==> config.mk <==
export PLATFORM = sky130hd
export DESIGN_NAME = mem_arbiter
export DESIGN_NICKNAME = d
export VERILOG_FILES = /design/src/rtl/mem_arbiter_pkg.sv /design/src/rtl/mem_arbiter.sv
export SDC_FILE = /design/constraint.sdc
export NUM_CORES = 1
export LEC_CHECK = 0
export ABC_CLOCK_PERIOD_IN_PS = 1900
export CORE_AREA = 2 2 341 343
export CTS_BUF_LIST = sky130_fd_sc_hd__clkbuf_4 sky130_fd_sc_hd__clkbuf_8
export DETAILED_ROUTE_END_ITERATION = 10
export DIE_AREA = 0 0 343 345
export PLACE_DENSITY = 0.32
export SYNTH_ARGS = -nofsm -noshare
export SYNTH_HDL_FRONTEND = slang
export SYNTH_SLANG_ARGS = --single-unit
export TNS_END_PERCENT = 100
==> constraint.sdc <==
create_clock -name clk -period 1.9 [get_ports clk]
set_clock_uncertainty 0.1 [all_clocks]
set_input_delay 0.38 -clock clk [delete_from_list [all_inputs] [get_ports clk]]
set_output_delay 0.38 -clock clk [all_outputs]
set_load 0.01 [all_outputs]
==> src/rtl/mem_arbiter_pkg.sv <==
// Shared encodings and defaults for the I/D memory port arbiter.
// Imported by the arbiter and anything that decodes its owner field.
package mem_arbiter_pkg;

  localparam int unsigned ADDR_W_DEF       = 28;
  localparam int unsigned DATA_W_DEF       = 128;
  localparam int unsigned MAX_D_STREAK_DEF = 4;

  typedef enum logic [1:0] {
    ST_IDLE    = 2'd0,
    ST_BUSY_I  = 2'd1,
    ST_BUSY_D  = 2'd2,
    ST_RELEASE = 2'd3
  } state_e;

  localparam logic [1:0] OWN_NONE = 2'b00;
  localparam logic [1:0] OWN_I    = 2'b01;
  localparam logic [1:0] OWN_D    = 2'b10;

endpackage

==> src/rtl/mem_arbiter.sv <==
// Shares the off-chip memory port between I-cache and D-cache.
// D has priority; a streak limit keeps I from starving.
module mem_arbiter
  import mem_arbiter_pkg::*;
#(
  parameter int unsigned ADDR_W       = ADDR_W_DEF,
  parameter int unsigned DATA_W       = DATA_W_DEF,
  parameter int unsigned MAX_D_STREAK = MAX_D_STREAK_DEF
) (
  input  logic              clk,
  input  logic              rst_n,
  input  logic              i_mem_read,
  input  logic              i_mem_write,
  input  logic [ADDR_W-1:0] i_mem_addr,
  input  logic [DATA_W-1:0] i_mem_wdata,
  output logic [DATA_W-1:0] i_mem_rdata,
  output logic              i_mem_ready,
  input  logic              d_mem_read,
  input  logic              d_mem_write,
  input  logic [ADDR_W-1:0] d_mem_addr,
  input  logic [DATA_W-1:0] d_mem_wdata,
  output logic [DATA_W-1:0] d_mem_rdata,
  output logic              d_mem_ready,
  output logic              mem_read,
  output logic              mem_write,
  output logic [ADDR_W-1:0] mem_addr,
  output logic [DATA_W-1:0] mem_wdata,
  input  logic [DATA_W-1:0] mem_rdata,
  input  logic              mem_ready,
  output logic [1:0]        owner
);

  localparam int unsigned SW = $clog2(MAX_D_STREAK + 1);
  localparam logic [SW-1:0] STREAK_MAX = SW'(MAX_D_STREAK);

  state_e            state_q, state_d;
  logic [SW-1:0]     streak_q, streak_d;
  logic              mem_read_q, mem_read_d;
  logic              mem_write_q, mem_write_d;
  logic [ADDR_W-1:0] mem_addr_q, mem_addr_d;
  logic [DATA_W-1:0] mem_wdata_q, mem_wdata_d;

  logic req_i, req_d;
  logic grant_i, grant_d;

  assign req_i = i_mem_read | i_mem_write;
  assign req_d = d_mem_read | d_mem_write;

  // I is forced only once D has used up its streak while I waited.
  assign grant_d = req_d & ~(req_i & (streak_q == STREAK_MAX));
  assign grant_i = req_i & ~grant_d;

  always_comb begin
    state_d     = state_q;
    streak_d    = streak_q;
    mem_read_d  = mem_read_q;
    mem_write_d = mem_write_q;
    mem_addr_d  = mem_addr_q;
    mem_wdata_d = mem_wdata_q;
    i_mem_ready = 1'b0;
    d_mem_ready = 1'b0;
    i_mem_rdata = '0;
    d_mem_rdata = '0;
    owner       = OWN_NONE;

    unique case (state_q)
      ST_IDLE: begin
        unique case (1'b1)
          grant_d: begin
            state_d     = ST_BUSY_D;
            mem_write_d = d_mem_write;
            mem_read_d  = d_mem_read & ~d_mem_write;
            mem_addr_d  = d_mem_addr;
            mem_wdata_d = d_mem_wdata;
            if (!req_i)
              streak_d = '0;
            else if (streak_q != STREAK_MAX)
              streak_d = streak_q + SW'(1);
          end
          grant_i: begin
            state_d     = ST_BUSY_I;
            mem_write_d = i_mem_write;
            mem_read_d  = i_mem_read & ~i_mem_write;
            mem_addr_d  = i_mem_addr;
            mem_wdata_d = i_mem_wdata;
            streak_d    = '0;
          end
          default: ;
        endcase
      end
      ST_BUSY_I: begin
        owner = OWN_I;
        if (mem_ready) begin
          i_mem_ready = 1'b1;
          i_mem_rdata = mem_rdata;
          mem_read_d  = 1'b0;
          mem_write_d = 1'b0;
          state_d     = ST_RELEASE;
        end
      end
      ST_BUSY_D: begin
        owner = OWN_D;
        if (mem_ready) begin
          d_mem_ready = 1'b1;
          d_mem_rdata = mem_rdata;
          mem_read_d  = 1'b0;
          mem_write_d = 1'b0;
          state_d     = ST_RELEASE;
        end
      end
      // One dead cycle lets the owner drop or swap its request.
      ST_RELEASE: state_d = ST_IDLE;
      default:    state_d = ST_IDLE;
    endcase
  end

  always_ff @(posedge clk or negedge rst_n) begin
    if (!rst_n) begin
      state_q     <= ST_IDLE;
      streak_q    <= '0;
      mem_read_q  <= 1'b0;
      mem_write_q <= 1'b0;
      mem_addr_q  <= '0;
      mem_wdata_q <= '0;
    end else begin
      state_q     <= state_d;
      streak_q    <= streak_d;
      mem_read_q  <= mem_read_d;
      mem_write_q <= mem_write_d;
      mem_addr_q  <= mem_addr_d;
      mem_wdata_q <= mem_wdata_d;
    end
  end

  assign mem_read  = mem_read_q;
  assign mem_write = mem_write_q;
  assign mem_addr  = mem_addr_q;
  assign mem_wdata = mem_wdata_q;

endmodule

Word-level counts from Yosys, hierarchy flattened

Cells that the tools add are included.

Bits in registers: 163
Latch bits: 0
Memory bits (writable): 0
Bits in read-only memories: 0
Bits of input ports: 447
Output and inout bits: 418
Memories kept: 0

Add/sub/neg operators: 1
Multipliers: 0
Div/mod/pow operators: 0
Order comparisons: 0
Equality and inequality tests: 8
Shift-type cells: 0
Multiplexer cells: 20
Bitwise gates (word level): 11
Reductions and logical operators: 8

Operator list:

| operator                                                                 | count |
|---|---|
| 128-bit two-way mux                                                      | 3 |
| 128-bit one-hot mux with 2 select lines                                  | 1 |
| 28-bit one-hot mux with 2 select lines                                   | 1 |
| 1-bit one-hot mux with 2 select lines                                    | 4 |
| 2-bit one-hot mux with 2 select lines                                    | 2 |
| 3-bit two-way mux                                                        | 2 |
| 3-bit inequality test (second input constant)                            | 2 |
| 2-bit one-hot mux with 3 select lines                                    | 1 |
| 3-bit one-hot mux with 2 select lines                                    | 1 |
| 3-bit AND reduction                                                      | 2 |
| 1-bit bitwise AND                                                        | 5 |
| 2-bit equality test (second input constant)                              | 2 |
| 1-bit two-way mux                                                        | 4 |
| 1-bit NOT                                                                | 4 |
| 2-bit AND reduction                                                      | 2 |
| 2-bit nonzero test                                                       | 2 |
| 3-bit by 1-bit adder with 3-bit output (second input constant)           | 1 |
| 3-bit equality test (second input constant)                              | 1 |
| 3-bit by 2-bit inequality test with 1-bit output (second input constant) | 1 |
| 2-bit by 1-bit equality test with 1-bit output (second input constant)   | 1 |
| 2-bit logical NOT                                                        | 1 |
| 2-bit two-way mux                                                        | 1 |
| 2-bit by 1-bit inequality test with 1-bit output (second input constant) | 1 |
| 1-bit bitwise OR                                                         | 2 |
| 2-bit OR reduction                                                       | 1 |

Logic depth before layout (Yosys ltp)

Depth after elaboration: 8
Depth in mapped cells: 8
Gate-level depth less buffers: 5

Worst setup path after synthesis

No wires, ideal clock.

Path type: flip-flop to output port
From: register state_q[0]
To: output port d_mem_rdata[100]
Arrival: 1.436 ns
Path slack: -0.016 ns
Stages on the path, launching flop included: 6
Cells stage by stage: dfrtp_1 -> inv_1 -> ha_1 -> clkbuf_1 -> clkbuf_1 -> and3_1

Word-level cells in the longest chain between the ends: 2

Ends and longest elaborated chain:

| element                  | RTL line           | text |
|---|---|---|
| start: declaration       | mem_arbiter.sv:36  | `state_e state_q, state_d;` |
| start signal: assignment | mem_arbiter.sv:126 | `state_q <= state_d;` |
| 2-bit equality test      | mem_arbiter.sv:66  | `unique case (state_q)` |
| 128-bit two-way mux      | mem_arbiter.sv:66  |  |
| end: declaration         | mem_arbiter.sv:22  | `output logic [DATA_W-1:0] d_mem_rdata,` |

No other way between the ends.

Worst setup path in the final report

From: register state_q[1]
To: output port d_mem_rdata[70]

Same word-level chain as after synthesis.

==> run_results.csv <==
group,metric,value,unit
status,status,"finished, violations left",
status,violations,"negative setup slack",
drt,drt_wl_total,100000,µm
grt,grt_max_degree,75,
floorplan,rows,125,
critical_path,cp_data_required_time,1.42,ns
timing,fmax,0.391,GHz
synth,synth_nets,1711,
timing,slew_viol_final,0,
synth,synth-edff-count,0,
floorplan,boundaryPins,865,
grt,track_usage,0.159,
drt,post_drt_wl_per_cell,26.6,µm
drt,drc_errors,0,
finish,drive_above_1_share,0.332,
synth,synth_cells,1257,
grt,grt_overflow,0,
synth,syn_area_per_cell,7.87,µm²
grt,grt_pass1_wl,130000,µm
timing,hold_viol_final,0,
critical_path,rrSetupSlack,-0.26,ns
grt,grt_pass1_vias,15000,
power_and_ir_drop,powerDensity,1280,nW/µm²
floorplan,fp.dieH,345,µm
clocking,clockBufferDepth,2,
synth,ys_types,33,
worst_hold_path,hp-class,"input pin to async pin",
critical_path,cp_max_fo,6,
floorplan,core,115000,µm²
finish,finalNetCount,2676,
clocking,h-tree-depth,4,
critical_path,cp.arrival,2.08,ns
critical_path,critPathKind,"flop to output port",
flow_run,maxCapViolCount,0,
synth,syn_area,9890,µm²
place,dp_hpwl,79000,µm
drt,viasPerCell,3.85,
timing,setup_ws,-0.659,ns
drt,vias,14500,
clocking,cts_tree,"built",
synth,synth_seq_area_share,0.412,
finish,layout_common_cells,"596 x clkdlybuf4s50_1, 214 x buf_6, 188 x and3_4",
clocking,cts_made_buffers,17,
clocking,cts-root-buf,"clkbuf_8",
drt,first_pass_iters,5,
drt,antenna_left,0,
synth,synth-seq-cells,163,
timing,final-setup-viol-count,553,
clocking,clk_latency,0.57,ns
synth,ys.flop_type,"dfrtp_1",
synth,ys_warn_count,0,
grt,antenna_found_initial,22,
power_and_ir_drop,peakVddDrop,0.513,mV
critical_path,cp-end-kind,"output port",
drt,initialDrtViolationCount,809,
timing,whs,0.179,ns
timing,tightest_slew,0.718,ns
synth,async_reset_ff_frac,1.00,
finish,area_growth,147,%
clocking,clkSlewWorstSetupHoldPaths,0.10,ns
floorplan,die_area,118000,µm²
timing,slew-limit-headroom,0.516,
finish,instances_no_fill,3771,
timing,fin_crit_sh,1.35,
critical_path,start_kind,"flop",
timing,rsz0062_at_grt,"true",
place,port_buffers,864,
place,gp_congestion,0.966,
finish,final_common_cell,"clkdlybuf4s50_1",
floorplan,initial_core_util,0.0860,
power_and_ir_drop,p_leak,0.00995,µW
clocking,cts.sinks,163,
timing,fin_tns_setup,-174.82,ns
timing,period_minus_slack,2.56,ns
place,dp.cells,3666,
floorplan,die_x,343,µm
-- routing by layer --
metal  wire, µm  vias up  part of all wire  GRT usage
li1           -     6550                 -          -
met4       2270       20             0.023     0.0393
met5        126        -            0.0013          0
met2      48500      636              0.48      0.271
met1      41100     7206              0.41      0.192
met3       8110       99             0.081     0.0534
-- final cells by class --
| class | instances | area (µm²) |
|---|---|---|
| Tap cell | 1524 | 1910 |
| Clock inverter | 14 | 183 |
| Timing Repair Buffer | 1109 | 11900 |
| Clock buffer | 18 | 248 |
| Fill cell | 12800 | 90700 |
| Multi-Input combinational cell | 923 | 6090 |
| Antenna cell | 12 | 30.0 |
| Inverter | 8 | 30.0 |
| Sequential cell | 163 | 4080 |
-- through the flow --
| step | util | power, µW | worst slack [ns] | instance area, µm² |
|---|---|---|---|---|
| 2_1_floorplan | - | 13400 | 0.0370 | 9900 |
| 3_3_place_gp | 0.191 | 25200 | -0.652 | 22000 |
| 3_5_place_dp | 0.191 | 25300 | -0.628 | 22000 |
| 4_1_cts | 0.197 | 29900 | -0.923 | 22700 |
| 5_1_grt | 0.212 | 33400 | -0.781 | 24400 |
| 6_report | 0.212 | 31400 | -0.659 | 24400 |
-- critical path: stages, from the launching register on --
cell	delay, ns
dfrtp_1	0.43
buf_6	0.13
ha_4	0.18
buf_12	0.14
buf_6	0.11
buf_6	0.12
buf_6	0.11
and3_4	0.16
buf_6	0.11
-- where the power goes --
| group | internal, µW | leakage [µW] | switching (µW) |
|---|---|---|---|
| Clock | 1270 | 0.000213 | 1820 |
| Combinational | 11300 | 0.00791 | 10700 |
| Sequential | 5250 | 0.00183 | 1140 |
| Total | 17800 | 0.00995 | 13600 |
-- synthesized netlist by cell type (all sizes together), types with 2 or more instances --
cell type,instances,share of area
nor2,159,0.060
and2,2,0.0013
a2bb2oi,3,0.0033
a21oi,159,0.080
clkbuf,111,0.043
inv,8,0.0030
nand2,3,0.0011
dfrtp,163,0.41
o21ai,158,0.080
o2bb2ai,3,0.0027
nand3,2,0.0010
and3,256,0.16
buf,52,0.028
nand2b,2,0.0013
a31oi,156,0.099
ha,7,0.0089
-- registers in the layout, summed over array words and instances, names as in the netlist --
signal,cells
mem_wdata,128
mem_addr,28
streak_q,3
state_q,2
mem_read,1
mem_write,1
-- cells by family (layout without fill, tap and decap cells) --
logic type                 count (synthesis)  in the layout  synth area share
other                                      0             12                 0
buffers and inverters                    171           1149            0.0746
AOI/OAI and AO/OA                        488            488             0.275
and+or+nand+nor                          428            428             0.230
DFF                                      163            163             0.412
adders and majority gates                  7              7           0.00885
-- path summary, 6_finish.rpt --
path	end	start	cells after the start
min	mem_wdata[63]	rst_n	2
max	d_mem_rdata[70]	state_q[1]	8
max in group asynchronous	mem_wdata[9]	rst_n	3
min in group clk	mem_wdata[105]	d_mem_wdata[105]	3
min reg2reg	mem_addr[27]	mem_addr[27]	2
max reg2reg	mem_addr[10]	streak_q[1]	7
-- what timing repair did --
item | 4_1_cts | 5_1_grt
setup buffers | 22 | 26
pin swaps | 5 | 39
hold buffers | 1 | 0
setup endpoints to repair | 570 | 575
gates cloned | 11 | 12
resized for setup | 726 | 772
endpoints found under the hold margin | 156 | 0
Note: power is estimated with default switching activity, not from simulation.
